--- config.mk ---
export PLATFORM = sky130hd
export DESIGN_NAME = traffic_light_monitor
export DESIGN_NICKNAME = d
export VERILOG_FILES = /design/src/rtl/traffic_light_monitor.sv
export SDC_FILE = /design/constraint.sdc
export NUM_CORES = 1
export LEC_CHECK = 0
export BUFFER_PORTS_ARGS = -buffer_cell sky130_fd_sc_hd__buf_4
export CAP_MARGIN = 20
export CORE_MARGIN = 8
export CORE_UTILIZATION = 61
export CTS_CLUSTER_SIZE = 24
export DETAILED_ROUTE_END_ITERATION = 10
export PLACE_DENSITY = 0.93
export SLEW_MARGIN = 20
export SYNTH_ARGS = -nofsm -noshare
export SYNTH_HDL_FRONTEND = slang
export SYNTH_SLANG_ARGS = --single-unit
--- constraint.sdc ---
create_clock -name clk -period 4.6 [get_ports clk]
set_input_delay 0.92 -clock clk [delete_from_list [all_inputs] [get_ports clk]]
set_output_delay 0.92 -clock clk [all_outputs]
set_load 0.1 [all_outputs]
--- src/rtl/traffic_light_monitor.sv ---
// Passive checker for a two-road traffic light controller: decodes the lamp
// outputs into phases and flags conflicts, pair mismatches, bad order, bad dwell and bad blink timing.
`timescale 1ns/1ps

// state   | meaning
// --------+-------------------------------------------------
// P0      | main green, side red
// P1      | main yellow, side red (after P0)
// P2      | main red + main red-turn arrow, side red
// P3      | main yellow, side red (after P2)
// P4      | main red, side green
// P5      | main red, side yellow
// P6      | main red, side red + side red-turn arrow
// P7      | main red, side red + side yellow
// BLINK   | only yellows lit, or dark gap inside a blink run
// DARK    | all lamps off outside a blink run
// ILLEGAL | any other lamp pattern
module traffic_light_monitor #(
  parameter int TICK_DIV = 9_999_999,
  parameter int MAIN_T   = 450,
  parameter int SIDE_T   = 250,
  parameter int YEL_T    = 50,
  parameter int BLINK_T  = 10,
  parameter int TOL      = 1
) (
  input  logic        clk,
  input  logic        rst,
  input  logic [15:0] lamps,
  input  logic        fault_clr,
  output logic [3:0]  phase,
  output logic        phase_chg,
  output logic [9:0]  dwell_last,
  output logic        conflict_err,
  output logic        pair_err,
  output logic        pattern_err,
  output logic        seq_err,
  output logic        dwell_err,
  output logic        blink_err
);

  localparam int TW = (TICK_DIV > 0) ? $clog2(TICK_DIV + 1) : 1;

  typedef enum logic [3:0] {
    P0      = 4'd0,
    P1      = 4'd1,
    P2      = 4'd2,
    P3      = 4'd3,
    P4      = 4'd4,
    P5      = 4'd5,
    P6      = 4'd6,
    P7      = 4'd7,
    BLINK   = 4'd8,
    DARK    = 4'd9,
    ILLEGAL = 4'd15
  } phase_e;

  phase_e phase_q, phase_d;

  logic [15:0]   lamp_q;
  logic [TW-1:0] tick_cnt;
  logic          tick;
  logic [9:0]    dwell_cnt, dwell_tot, exp_dw, dev_dw;
  logic [9:0]    blink_cnt, blink_tot, dev_bl;
  logic          first_q, my1_prev, armed;
  logic [7:0]    v1, v2;
  logic          pair_bad, conflict, yel_bad, legal, chg, toggle;
  logic          dwell_set, blink_set;
  logic          lit_mg, lit_my, lit_sg, lit_mrt, lit_srt;

  assign tick = (tick_cnt == TW'(TICK_DIV));

  // index-1 lamp of each pair drives decode; index-2 only for the pair check
  assign v1 = {lamp_q[15], lamp_q[13], lamp_q[11], lamp_q[9],
               lamp_q[7],  lamp_q[5],  lamp_q[3],  lamp_q[1]};
  assign v2 = {lamp_q[14], lamp_q[12], lamp_q[10], lamp_q[8],
               lamp_q[6],  lamp_q[4],  lamp_q[2],  lamp_q[0]};
  assign pair_bad = |(v1 ^ v2);

  // conflicts look at either lamp of a pair so a half-lit pair still counts
  assign lit_mg  = lamp_q[15] | lamp_q[14];
  assign lit_my  = lamp_q[11] | lamp_q[10];
  assign lit_sg  = lamp_q[9]  | lamp_q[8];
  assign lit_mrt = lamp_q[3]  | lamp_q[2];
  assign lit_srt = lamp_q[1]  | lamp_q[0];
  assign conflict = (lit_mg & (lit_sg | lit_srt)) | (lit_sg & (lit_mrt | lit_my));

  // next-phase decode
  always_comb begin
    phase_d = ILLEGAL;
    yel_bad = 1'b0;
    case (v1)
      8'b1000_1000: phase_d = P0;
      8'b0010_1000: begin
        case (phase_q)
          P0:      phase_d = P1;
          P1:      phase_d = P1;
          P2:      phase_d = P3;
          P3:      phase_d = P3;
          default: begin
            phase_d = P1;
            yel_bad = 1'b1;
          end
        endcase
      end
      8'b0100_1010: phase_d = P2;
      8'b0101_0000: phase_d = P4;
      8'b0100_0100: phase_d = P5;
      8'b0100_1001: phase_d = P6;
      8'b0100_1100: phase_d = P7;
      8'b0000_0000: phase_d = (phase_q == BLINK) ? BLINK : DARK;
      8'b0010_0000, 8'b0000_0100, 8'b0010_0100: phase_d = BLINK;
      default:      phase_d = ILLEGAL;
    endcase
  end

  assign chg = (phase_d != phase_q);

  always_comb begin
    legal = 1'b0;
    if (phase_d == ILLEGAL || phase_q == ILLEGAL || phase_d == BLINK)
      legal = 1'b1;
    else if (!phase_q[3])
      legal = ({1'b0, 3'(phase_q[2:0] + 3'd1)} == phase_d);
    else if (phase_q == BLINK || phase_q == DARK)
      legal = (phase_d == P0);
  end

  // the tick landing on the change cycle belongs to the phase being left
  assign dwell_tot = (tick && dwell_cnt != 10'h3FF) ? dwell_cnt + 10'd1 : dwell_cnt;

  always_comb begin
    exp_dw = 10'(YEL_T);
    case (phase_q)
      P0:         exp_dw = 10'(MAIN_T);
      P2, P4, P6: exp_dw = 10'(SIDE_T);
      default:    ;
    endcase
    dev_dw = (dwell_tot > exp_dw) ? dwell_tot - exp_dw : exp_dw - dwell_tot;
  end

  assign dwell_set = chg && !phase_q[3] && !first_q && (dev_dw > 10'(TOL));

  // a toggle only counts while the blink run continues, not on its exit
  assign toggle    = (phase_q == BLINK) && (phase_d == BLINK) && (lamp_q[11] != my1_prev);
  assign blink_tot = (tick && blink_cnt != 10'h3FF) ? blink_cnt + 10'd1 : blink_cnt;
  assign dev_bl    = (blink_tot > 10'(BLINK_T)) ? blink_tot - 10'(BLINK_T)
                                                 : 10'(BLINK_T) - blink_tot;
  assign blink_set = armed && (phase_q == BLINK) &&
                     ((toggle && dev_bl > 10'(TOL)) ||
                      (!toggle && {1'b0, blink_tot} >= 11'(2 * BLINK_T)));

  always_ff @(posedge clk or negedge rst) begin
    if (!rst) phase_q <= DARK;
    else      phase_q <= phase_d;
  end

  always_ff @(posedge clk or negedge rst) begin
    if (!rst) begin
      lamp_q       <= '0;
      tick_cnt     <= '0;
      phase_chg    <= 1'b0;
      dwell_cnt    <= '0;
      dwell_last   <= '0;
      first_q      <= 1'b1;
      my1_prev     <= 1'b0;
      armed        <= 1'b0;
      blink_cnt    <= '0;
      conflict_err <= 1'b0;
      pair_err     <= 1'b0;
      pattern_err  <= 1'b0;
      seq_err      <= 1'b0;
      dwell_err    <= 1'b0;
      blink_err    <= 1'b0;
    end else begin
      lamp_q    <= lamps;
      tick_cnt  <= tick ? '0 : tick_cnt + TW'(1);
      phase_chg <= chg;
      my1_prev  <= lamp_q[11];

      if (chg) begin
        dwell_last <= dwell_tot;
        dwell_cnt  <= '0;
        first_q    <= phase_q[3];
      end else if (tick && dwell_cnt != 10'h3FF) begin
        dwell_cnt <= dwell_cnt + 10'd1;
      end

      if (phase_q != BLINK) begin
        armed     <= 1'b0;
        blink_cnt <= '0;
      end else if (toggle) begin
        armed     <= 1'b1;
        blink_cnt <= '0;
      end else if (tick && blink_cnt != 10'h3FF) begin
        blink_cnt <= blink_cnt + 10'd1;
      end

      // a fresh fault in the clearing cycle keeps its flag set
      conflict_err <= conflict                          | (conflict_err & ~fault_clr);
      pair_err     <= pair_bad                          | (pair_err     & ~fault_clr);
      pattern_err  <= (phase_d == ILLEGAL)              | (pattern_err  & ~fault_clr);
      seq_err      <= (chg && (!legal || yel_bad))      | (seq_err      & ~fault_clr);
      dwell_err    <= dwell_set                         | (dwell_err    & ~fault_clr);
      blink_err    <= blink_set                         | (blink_err    & ~fault_clr);
    end
  end

  assign phase = phase_q;

endmodule

==> metrics.md, run 1 <==
| Metric | Value |
|---|---|
| Status | finished, final reports clean |
| Post-synth EDFFs | 0 |
| Iter 0 DRT Violations | 370 |
| Asr flop ratio synth | 100% |
| Synth Area per Inst | 8.93 sq um |
| Area contributors post-synth | dfrtp_1, ha_1, nor2_1 |
| CP Max Fanout | 11 |
| Main synth FF type | dfrtp_1 |
| Most frequent cells in the layout | dfrtp_1, nor2_1, buf_4, inv_1, nand2_1 |
| Clock power frac | 29.2% |
| First-pass DRT Iterations | 5 |
| Post-DP HPWL | 9840 um |
| Nets | 697 |
| Area after DPL | 5800 sq um |
| Tcrit/Tclk final | 92.2% |
| Final hold vios | 0 |
| Syn_nets | 660 |
| Inserted Clock Buffers | 9 |
| Routability cong. | 0.906 |
| Min Tclk post-route | 4240 ps |
| Finished layout cell area | 6030 sq um |
| Place WS | 115 ps |
| Flop pwr share | 46.7% |
| Setup Crit Path Kind | reg -> reg |
| Cells along the critical path | nor4b_1, and3_2, nand3_2, or3_1, xor2_1, ha_2, inv_1, o41ai_2, mux2i_1, o2111ai_1, o31ai_1, o21a_1, o221ai_1 |
| Worst-Skew Late Latency | 370 ps |
| CTS sink count | 84 |
| CP Launch Type | flip-flop |
| Tot GR Track Use | 22.9% |
| Die Area | 12100 sq um |
| Final worst slack | 358 ps |
| Critical path endpoint category | flip-flop |
| Switching Share | 36.9% |
| Via count | 4685 |
| Synth top area share | 37.5% |
| Worst hold margin | 484 ps |
| Syn Std Cell Area | 5410 sq um |
| Worst-Margin Slew | 823 ps |
| Post-Syn Instances | 606 |
| Seq/Total Area, Yosys | 38.9% |
| Number of buffers and inverters on the critical path | 1 |
| Overall power | 0.00173 W |
| Gr ovfl total | 0 |
| YS warnings | 0 |
| Count of different cell masters after synthesis | 66 |
| Via-to-Cell Ratio | 6.20 |
| Fin. max-slew vios | 0 |
| First-pass GRT wire length | 22200 um |
| Switching pwr | 0.000640 W |
| Max Clk Rate | 236 MHz |
| Commonest non-fill, non-tap cell in the layout | dfrtp_1 |
| Slew headroom | 44.9% |
| Clock-pin transition on the worst setup and hold timing paths | 90 ps |
| Avg WL per Cell | 17.6 um |
| IO buf count | 39 |
| Die Wd | 110 um |
| ANT nets after route | 0 |
| CTS root buf | clkbuf_8 |
| Leakage power | 2.83 nW |
| Crit path max-delay family | simple AND/OR/NAND/NOR gates |
| Biggest area consumer among synthesized cells | dfrtp_1 |
| CTS Buffer Depth | 2 |
| Critical Path Slowest Stage Cell | o41ai_2 |
| Power per cell area | 287 nW/um^2 |
| WP data arrival | 4470 ps |
| Synth Register Bits | 84 |
| Ratio of cells with drive above 1 in the final layout | 14.0% |
| Remaining DRCs | 0 |
| Die H | 110 um |
| WP data required | 4830 ps |
| Worst IR Drop VDD | 0.233 mV |
| Synth-to-Final Area Change | 11.5% |
| Fillers | 659 |
| Maxcap violations | 0 |
| IO Count | 40 |
| H-tree levels | 3 |
| Combinational share of power | 24.1% |
| Hold buffers post-CTS | 0 |
| Clock Skew | 14.0 ps |
| Vias in the first global route | 4764 |
| Initial antenna violation count | 0 |
| Routed wire length | 13300 um |
| Largest net degree at the start of global routing | 85 |
| CTS tree | built |
| Internal power | 0.00109 W |
| Final setup fails | 0 |
| CORE AREA | 8680 sq um |
| ANT cells | 0 |
| Row count | 34 |
| Sum of negative setup slack | 0 ps |
| Critical Path Max Stage Delay | 540 ps |
| Hold crit path type | reg -> reg |
| Initial core utilization | 62.3% |
==> worst paths after layout <==
| kind | from | to | slack [ps] | cells past startpoint |
|---|---|---|---|---|
| setup / recovery | tick_cnt[18]$_DFF_PN0_ | dwell_err$_DFF_PN0_ | 360 | 13 |
| hold / removal | armed$_DFFE_PN0P_ | armed$_DFFE_PN0P_ | 480 | 2 |
| setup reg to reg | tick_cnt[18]$_DFF_PN0_ | dwell_err$_DFF_PN0_ | 360 | 13 |
| hold reg to reg | armed$_DFFE_PN0P_ | armed$_DFFE_PN0P_ | 480 | 2 |
| max in group asynchronous | rst | conflict_err$_DFF_PN0_ | 3490 | 1 |
| min in group asynchronous | rst | dwell_last[5]$_DFFE_PN0P_ | 570 | 1 |
==> worst min-delay path, delay by kind of cell, from the launching register on <==
family | cells | cell delay [ps]
flip-flops | 1 | 330
AND/OR/NAND/NOR | 2 | 120
==> state kept, by name (all words and copies together), names as in the netlist, 4 cells and up <==
signal,count
phase,4
blink_cnt,10
tick_cnt,24
dwell_cnt,10
lamp_q,16
dwell_last,10
==> cell families after synthesis <==
family          Yosys count  share of synthesized area, %
xor+xnor                 55                          8.90
buf+inv                  69                          5.02
flops                    84                          38.9
simple gates            239                          22.3
mux                      15                          2.89
compound gates          109                          13.9
fa+ha+maj                35                          8.09
==> synthesized netlist by cell type, types with 4 or more instances <==
library cell,n
a21o_1,6
a21oi_1,32
a311oi_1,4
a31oi_1,7
and3_1,9
buf_2,4
clkbuf_1,15
dfrtp_1,81
ha_1,35
inv_1,46
mux2_2,5
mux2i_1,10
nand2_1,43
nand2b_1,5
nand3_1,27
nand4_1,12
nor2_1,78
nor2b_1,4
nor3_1,18
nor4_1,12
o211ai_1,5
o21ai_0,16
o31ai_1,6
xnor2_1,28
xor2_1,27
==> stage by stage <==
| step | std cells | utilization (%) |
|---|---|---|
| after floorplan | 606 | - |
| after global placement | 739 | 66.9 |
| after detailed placement | 739 | 66.9 |
| after CTS | 755 | 69.0 |
| after global routing | 756 | 69.5 |
| final | 756 | 69.5 |
==> power by group through the flow <==
stage	combinational (W)	sequential, W	clock [W]
after floorplan	0.0000681	0.00107	0
after global placement	0.000414	0.000821	0
after detailed placement	0.000420	0.000825	0
after CTS	0.000421	0.000810	0.000510
after global routing	0.000437	0.000816	0.000541
final	0.000418	0.000810	0.000506
==> cell type report <==
cell class	count	area [sq um]	area share (%)
well taps	108	135	2.24
multi-input cells	453	3060	50.8
repair buffers	48	364	6.03
clock buffers	12	155	2.57
inverters	47	176	2.92
flip-flops and latches	84	2110	34.9
clock inverters	4	32.5	0.539
==> repair_timing <==
item | 4_1_cts | 5_1_grt
setup buffers | 0 | 1
gates resized for setup | 0 | 6
setup endpoints to repair | 0 | 1
==> metal layers <==
layer | track usage, % | vias to the layer above | wire, um
met5 | 0 | - | 0
met4 | 7.80 | 0 | 212
met3 | 5.93 | 19 | 906
met2 | 39.6 | 179 | 6680
met1 | 27.2 | 2275 | 5540
li1 | - | 2212 | -
(Power assumes the default switching activity.)
==> inputs of run 2 (changes only) <==
--- a/config.mk
+++ b/config.mk
@@ -8,10 +8,10 @@
 export BUFFER_PORTS_ARGS = -buffer_cell sky130_fd_sc_hd__buf_4
 export CAP_MARGIN = 20
 export CORE_MARGIN = 8
-export CORE_UTILIZATION = 61
-export CTS_CLUSTER_SIZE = 24
+export CORE_UTILIZATION = 55
+export CTS_CLUSTER_SIZE = 30
 export DETAILED_ROUTE_END_ITERATION = 10
-export PLACE_DENSITY = 0.93
+export PLACE_DENSITY = 0.89
 export SLEW_MARGIN = 20
 export SYNTH_ARGS = -nofsm -noshare
 export SYNTH_HDL_FRONTEND = slang
==> constraint.sdc (replaced) <==
create_clock -name clk -period 3.89 [get_ports clk]
set_input_delay 0.778 -clock clk [delete_from_list [all_inputs] [get_ports clk]]
set_output_delay 0.778 -clock clk [all_outputs]
set_load 0.1 [all_outputs]
==> run 2 against run 1 <==
Effect of this change: clock skew barely moved; critical path type unchanged; sequential power is 18% higher; highest routed layer unchanged; clock power increased by 24%; power up 20%.
==> metrics.md, run 2 (synthesized netlist as in run 1, its figures left out) <==
| Metric | Value |
|---|---|
| Status | finished, final reports clean |
| Die H | 115 um (+4.5%) |
| Initial core utilization | 55.9% (-6.5 points) |
| FF-to-FF setup slack | 70 ps (-290 ps) |
| Tot GR Track Use | 21.2% (-1.7 points) |
| Initial antenna violation count | 0 (unchanged) |
| Max Clk Rate | 262 MHz (+11%) |
| First-pass DRT Iterations | 5 (unchanged) |
| Largest net degree at the start of global routing | 85 (unchanged) |
| Synth-to-Final Area Change | 20.3% |
| ANT nets after route | 0 (unchanged) |
| Nets | 723 (+3.7%) |
| Clock power frac | 30.0% (+0.8 points) |
| Critical Path Max Stage Delay | 450 ps (-90 ps) |
| Flop pwr share | 46.1% (-0.6 points) |
| Clock Skew | 14.4 ps (+0.363 ps) |
| Inserted Clock Buffers | 9 (unchanged) |
| Row count | 36 (+5.9%) |
| Maxcap violations | 0 (unchanged) |
| Setup Crit Path Kind | reg -> reg |
| Critical path endpoint category | flip-flop |
| Remaining DRCs | 0 (unchanged) |
| Power per cell area | 320 nW/um^2 (+11%) |
| Worst IR Drop VDD | 0.280 mV (+21%) |
| Commonest non-fill, non-tap cell in the layout | dfrtp_1 |
| Unrepaired setup endpoints after global routing | yes |
| Final hold vios | 0 (unchanged) |
| WP data required | 4130 ps (-700 ps) |
| Switching pwr | 0.000803 W (+25%) |
| Crit path max-delay family | compound AO/OA/AOI/OAI gates |
| Area after DPL | 6010 sq um (+3.6%) |
| Die Wd | 115 um (+4.5%) |
| Fin. max-slew vios | 0 (unchanged) |
| Vias in the first global route | 4746 (-0.38%) |
| Routed wire length | 14200 um (+6.7%) |
| Largest reg by FF count | tick_cnt |
| CP dominant cell by count | nand3_4 |
| ANT cells | 0 (unchanged) |
| Ratio of cells with drive above 1 in the final layout | 21.5% (+7.5 points) |
| Hold buffers post-CTS | 0 (unchanged) |
| Via-to-Cell Ratio | 5.93 (-4.3%) |
| WP data arrival | 4060 ps (-410 ps) |
| Internal power | 0.00128 W (+17%) |
| Combinational share of power | 23.9% (-0.2 points) |
| Worst-Skew Late Latency | 370 ps (about the same) |
| Iter 0 DRT Violations | 359 (-3.0%) |
| Most frequent cells in the layout | dfrtp_1, nor2_1, buf_4, inv_1, nand2_1 |
| Post-DP HPWL | 10300 um (+4.8%) |
| H-tree levels | 3 (unchanged) |
| CTS tree | built |
| Die Area | 13300 sq um (+9.3%) |
| Routability cong. | 0.906 (about the same) |
| CP Launch Type | flip-flop |
| CTS sink count | 84 (unchanged) |
| Avg WL per Cell | 17.6 um (about the same) |
| CTS root buf | clkbuf_8 |
| Top Registers | tick_cnt x24, lamp_q x16 |
| Tcrit/Tclk final | 98.2% (+6.0 points) |
| Finished layout cell area | 6510 sq um (+7.9%) |
| Min Tclk post-route | 3820 ps (-422 ps) |
| Final setup fails | 0 (unchanged) |
| IO Count | 40 (unchanged) |
| Via count | 4788 (+2.2%) |
| Max FFs per register | 24 (unchanged) |
| Critical Path Slowest Stage Cell | or3_4 |
| Switching Share | 38.6% (+1.6 points) |
| CTS Buffer Depth | 2 (unchanged) |
| IO buf count | 39 (unchanged) |
| Worst-Margin Slew | 832 ps (+8.71 ps) |
| Slew headroom | 44.3% (-0.58 points) |
| CP Max Fanout | 5 (-6) |
| Clock-pin transition on the worst setup and hold timing paths | 100 ps (about the same) |
| Cells along the critical path | ha_4, nand3_4, nor4_4, nand3_4, or3_4, xor2_4, inv_1, ha_2, a21o_1, o31ai_4, o21ai_1, o41ai_2, mux2i_1, o211ai_1, o221ai_1 |
| First-pass GRT wire length | 22500 um (+1.7%) |
| Util after Layout | 67.2% (-2.3 points) |
| Gr ovfl total | 0 (unchanged) |
| Leakage power | 3.03 nW (+7.1%) |
| Number of buffers and inverters on the critical path | 1 (unchanged) |
| CORE AREA | 9680 sq um (+12%) |
| Hold crit path type | in -> async |
==> run 2: cell types whose count changed in the layout (fill, tap and decap cells not counted), moves of 4 or more <==
cell / previous run / this run
buf_4: 47 / 73
ha_1: 34 / 29
ha_4: 0 / 4
xnor2_1: 28 / 24
xnor2_2: 0 / 4
==> run 2: path summary, 6_finish.rpt <==
path                                   startpoint                endpoint  cells after the start
setup / recovery            tick_cnt[0]$_DFF_PN0_     dwell_err$_DFF_PN0_                     15
hold / removal                                rst  blink_cnt[6]$_DFF_PN0_                      1
setup reg to reg            tick_cnt[0]$_DFF_PN0_     dwell_err$_DFF_PN0_                     15
hold reg to reg            conflict_err$_DFF_PN0_  conflict_err$_DFF_PN0_                      1
max in group asynchronous                     rst  blink_cnt[0]$_DFF_PN0_                      1
min in group clk           conflict_err$_DFF_PN0_  conflict_err$_DFF_PN0_                      1
==> run 2: metrics by stage <==
| stage | setup TNS (ps) | power, W | setup slack [ps] | std cells | hold WS [ps] |
|---|---|---|---|---|---|
| after floorplan | 0 | 0.00134 | 9.71 | 606 | 441 |
| after global placement | -20.1 | 0.00146 | -20.1 | 784 | 463 |
| final | 0 | 0.00208 | 69.8 | 807 | 446 |
| after CTS | 0 | 0.00209 | 19.1 | 800 | 486 |
| after detailed placement | -190 | 0.00148 | -190 | 784 | 477 |
| after global routing | -91.0 | 0.00216 | -67.6 | 807 | 483 |
==> run 2: cell type report <==
class | instances | area, sq um
clock buffers | 9 | 124
clock inverters | 7 | 76.3
fillers | 696 | 3170
inverters | 47 | 179
multi-input cells | 453 | 3300
flip-flops and latches | 84 | 2110
well taps | 133 | 166
repair buffers | 74 | 559
==> run 2: per-layer routing <==
metal,GRT usage (%),share of wire (%),routed length (um),up-vias
met2,37.0,50,7170,197
met3,4.20,5.5,776,39
met1,25.5,42,5960,2298
met5,0,0,0,-
li1,-,-,-,2254
met4,7.53,2.3,327,0
==> run 2: power groups by stage <==
| stage | sequential (W) | clock, W | combinational (W) |
|---|---|---|---|
| 2_1_floorplan | 0.00126 | 0 | 0.0000806 |
| 3_3_place_gp | 0.000971 | 0 | 0.000491 |
| 3_5_place_dp | 0.000976 | 0 | 0.000500 |
| 4_1_cts | 0.000959 | 0.000634 | 0.000501 |
| 5_1_grt | 0.000965 | 0.000671 | 0.000519 |
| 6_report | 0.000959 | 0.000625 | 0.000498 |
==> run 2: repair_timing <==
action / 4_1_cts / 5_1_grt
resized for setup: 9 / 34
pin swaps: 5 / 20
setup buffers: 0 / 7
endpoints found under the setup margin: 1 / 2
==> inputs of run 3 (changes only) <==
--- a/config.mk
+++ b/config.mk
@@ -7,12 +7,12 @@
 export LEC_CHECK = 0
 export BUFFER_PORTS_ARGS = -buffer_cell sky130_fd_sc_hd__buf_4
 export CAP_MARGIN = 20
+export CORE_ASPECT_RATIO = 0.9
 export CORE_MARGIN = 8
 export CORE_UTILIZATION = 55
 export CTS_CLUSTER_SIZE = 30
 export DETAILED_ROUTE_END_ITERATION = 10
 export PLACE_DENSITY = 0.89
-export SLEW_MARGIN = 20
 export SYNTH_ARGS = -nofsm -noshare
 export SYNTH_HDL_FRONTEND = slang
 export SYNTH_SLANG_ARGS = --single-unit
==> run 3 against run 2 <==
Effect of this change: power increased by 4.3%; sequential share of layout area fell by 0.60 points; worst hold slack got worse by 110 ps; die area about the same; largest cell class unchanged; non-clock buffer count up 14; first-iteration DRC count is 43% higher; register-to-register slack improved by 20 ps.
==> metrics.md, run 3 (synthesized netlist as in run 1, its figures left out) <==
| Metric | Value |
|---|---|
| CTS tree | built |
| GR Util met2 | 34.6% (-2.4 points) |
| CP Launch Point | tick_cnt[20]$_DFF_PN0_ |
| Global route hottest layer | met2 |
| Largest net degree at the start of global routing | 85 (unchanged) |
| Tot GR Track Use | 20.2% (-1.0 points) |
| IO Count | 40 (unchanged) |
| IO buf count | 39 (unchanged) |
| First-pass GRT wire length | 22100 um (-2.0%) |
| Routed wire length | 13800 um (-2.7%) |
| Routability cong. | 0.937 (+3.4%) |
| Final worst slack | 90.1 ps (+20.3 ps) |
| Initial antenna violation count | 0 (unchanged) |
| Final hold vios | 0 (unchanged) |
| Top Registers | tick_cnt x24, lamp_q x16 |
| Die H | 110 um (-4.4%) |
| Gr ovfl total | 0 (unchanged) |
| CP Launch Type | flip-flop |
| Via-to-Cell Ratio | 6.06 (+2.1%) |
| Overall power | 0.00217 W (+4.3%) |
| CTS Buffer Depth | 2 (unchanged) |
| Iter 0 DRT Violations | 515 (+43%) |
| Hold buffers post-CTS | 0 (unchanged) |
| Fin. max-slew vios | 0 (unchanged) |
| ANT cells | 0 (unchanged) |
| Status | finished, final reports clean |
| Commonest non-fill, non-tap cell in the layout | buf_4 |
| Nets | 737 (+1.9%) |
| Largest reg by FF count | tick_cnt |
| Vias in the first global route | 4669 (-1.6%) |
| ANT nets after route | 0 (unchanged) |
| H-tree levels | 3 (unchanged) |
| Min Tclk post-route | 3800 ps (-20.3 ps) |
| Leakage power | 3.09 nW (+2.2%) |
| Power per cell area | 327 nW/um^2 (+2.3%) |
| Die Area | 13300 sq um (about the same) |
| Most frequent cells in the layout | buf_4, dfrtp_1, nor2_1, inv_1, nand2_1 |
| Place WS | -85.4 ps (+105 ps) |
| Setup Crit Path Kind | reg -> reg |
| CP Max Fanout | 7 (+2) |
| Ratio of cells with drive above 1 in the final layout | 23.3% (+1.7 points) |
| Via count | 4929 (+2.9%) |
| Post-DP HPWL | 9770 um (-5.2%) |
| Worst-Margin Slew | 571 ps (-261 ps) |
| CTS sink count | 84 (unchanged) |
| CTS root buf | clkbuf_8 |
| Clock Skew | 9.08 ps (-5.32 ps) |
| Final setup fails | 0 (unchanged) |
| Max FFs per register | 24 (unchanged) |
| Initial core utilization | 56.3% (+0.41 points) |
| Slew headroom | 61.6% (+17 points) |
| Worst IR Drop VDD | 0.432 mV (+54%) |
| Tcrit/Tclk final | 97.7% (-0.52 points) |
| M1 GR Usage | 25.5% (about the same) |
| First-pass DRT Iterations | 5 (unchanged) |
| Synth-to-Final Area Change | 22.7% |
| Worst reg2reg startpoint | tick_cnt[20]$_DFF_PN0_ |
| Max Clk Rate | 263 MHz (+0.53%) |
| Met3 Use GR | 4.07% (-0.13 points) |
| Row count | 34 (-5.6%) |
| CORE AREA | 9610 sq um (-0.72%) |
| WP data required | 4110 ps (-20 ps) |
| Maxcap violations | 0 (unchanged) |
| WP data arrival | 4020 ps (-40 ps) |
| Remaining DRCs | 0 (unchanged) |
| Critical path endpoint category | flip-flop |
| Inserted Clock Buffers | 9 (unchanged) |
| Avg WL per Cell | 17.0 um (-3.5%) |
| Worst-Skew Late Latency | 350 ps (-20 ps) |
| Hold crit path type | in -> async |
| Clock-pin transition on the worst setup and hold timing paths | 90 ps (about the same) |
| Unrepaired setup endpoints after global routing | yes |
| Die Wd | 121 um (+4.7%) |
[run 3: changes by cell type in the layout (fill, tap and decap cells not counted), moves of 3 or more]
cell,previous run,this run
clkinv_4,3,0
o31ai_2,0,3
buf_4,73,85
inv_6,0,3
xnor2_2,4,1
[run 3: power breakdown]
group	total (W)	internal (W)	switching [W]
sequential	0.000958	0.000923	0.0000353
clock	0.000718	0.000373	0.000345
combinational	0.000495	0.000102	0.000393
[run 3: path summary, 6_finish.rpt]
kind                                          end  slack (ps)  cells past startpoint
min in group clk                armed$_DFFE_PN0P_         480                      2
setup reg to reg              dwell_err$_DFF_PN0_          90                     15
hold reg to reg                 armed$_DFFE_PN0P_         480                      2
hold / removal             blink_cnt[8]$_DFF_PN0_         330                      1
setup / recovery              dwell_err$_DFF_PN0_          90                     15
max in group asynchronous     first_q$_DFFE_PN1P_        2920                      2
[run 3: per-layer routing]
layer,vias to the layer above,routed length (um)
met5,-,0
met4,0,404
met3,49,922
met2,217,6750
met1,2372,5770
li1,2291,-
[run 3: worst max-delay path: stages, from the launching register on]
cell      delay, ps
dfrtp_1         410
nand4_1         230
nor4_4          370
nand3_2         190
or3_1           420
xor2_2          180
buf_4           160
ha_4            290
buf_4           160
nand4b_1        110
mux2_2          310
o211a_1         150
mux2i_1         140
o31ai_2         260
o21a_1          170
o221ai_1        110
[run 3: stage by stage]
stage | utilization, % | setup TNS, ps | cells | cell area (sq um) | hold WS (ps)
floorplan | - | 0 | 606 | 5450 | 441
global placement | 62.4 | -14.2 | 776 | 6000 | 462
detailed placement | 62.4 | -85.4 | 776 | 6000 | 462
CTS | 65.3 | 0 | 795 | 6280 | 482
global route | 69.0 | -89.2 | 814 | 6640 | 355
finish | 69.0 | 0 | 814 | 6640 | 332
[run 3: area by class of cell]
cell class	count	area (sq um)
clock buffers	9	124
clock inverters	7	105
fillers	725	2980
inverters	47	180
multi-input cells	453	3260
flip-flops and latches	84	2110
well taps	126	158
repair buffers	88	697
[run 3: timing repair]
| action | CTS | global route |
|---|---|---|
| gates resized for setup | 5 | 33 |
| pin swaps | 4 | 17 |
| setup buffers | 3 | 18 |
| endpoints found under the setup margin | 1 | 2 |
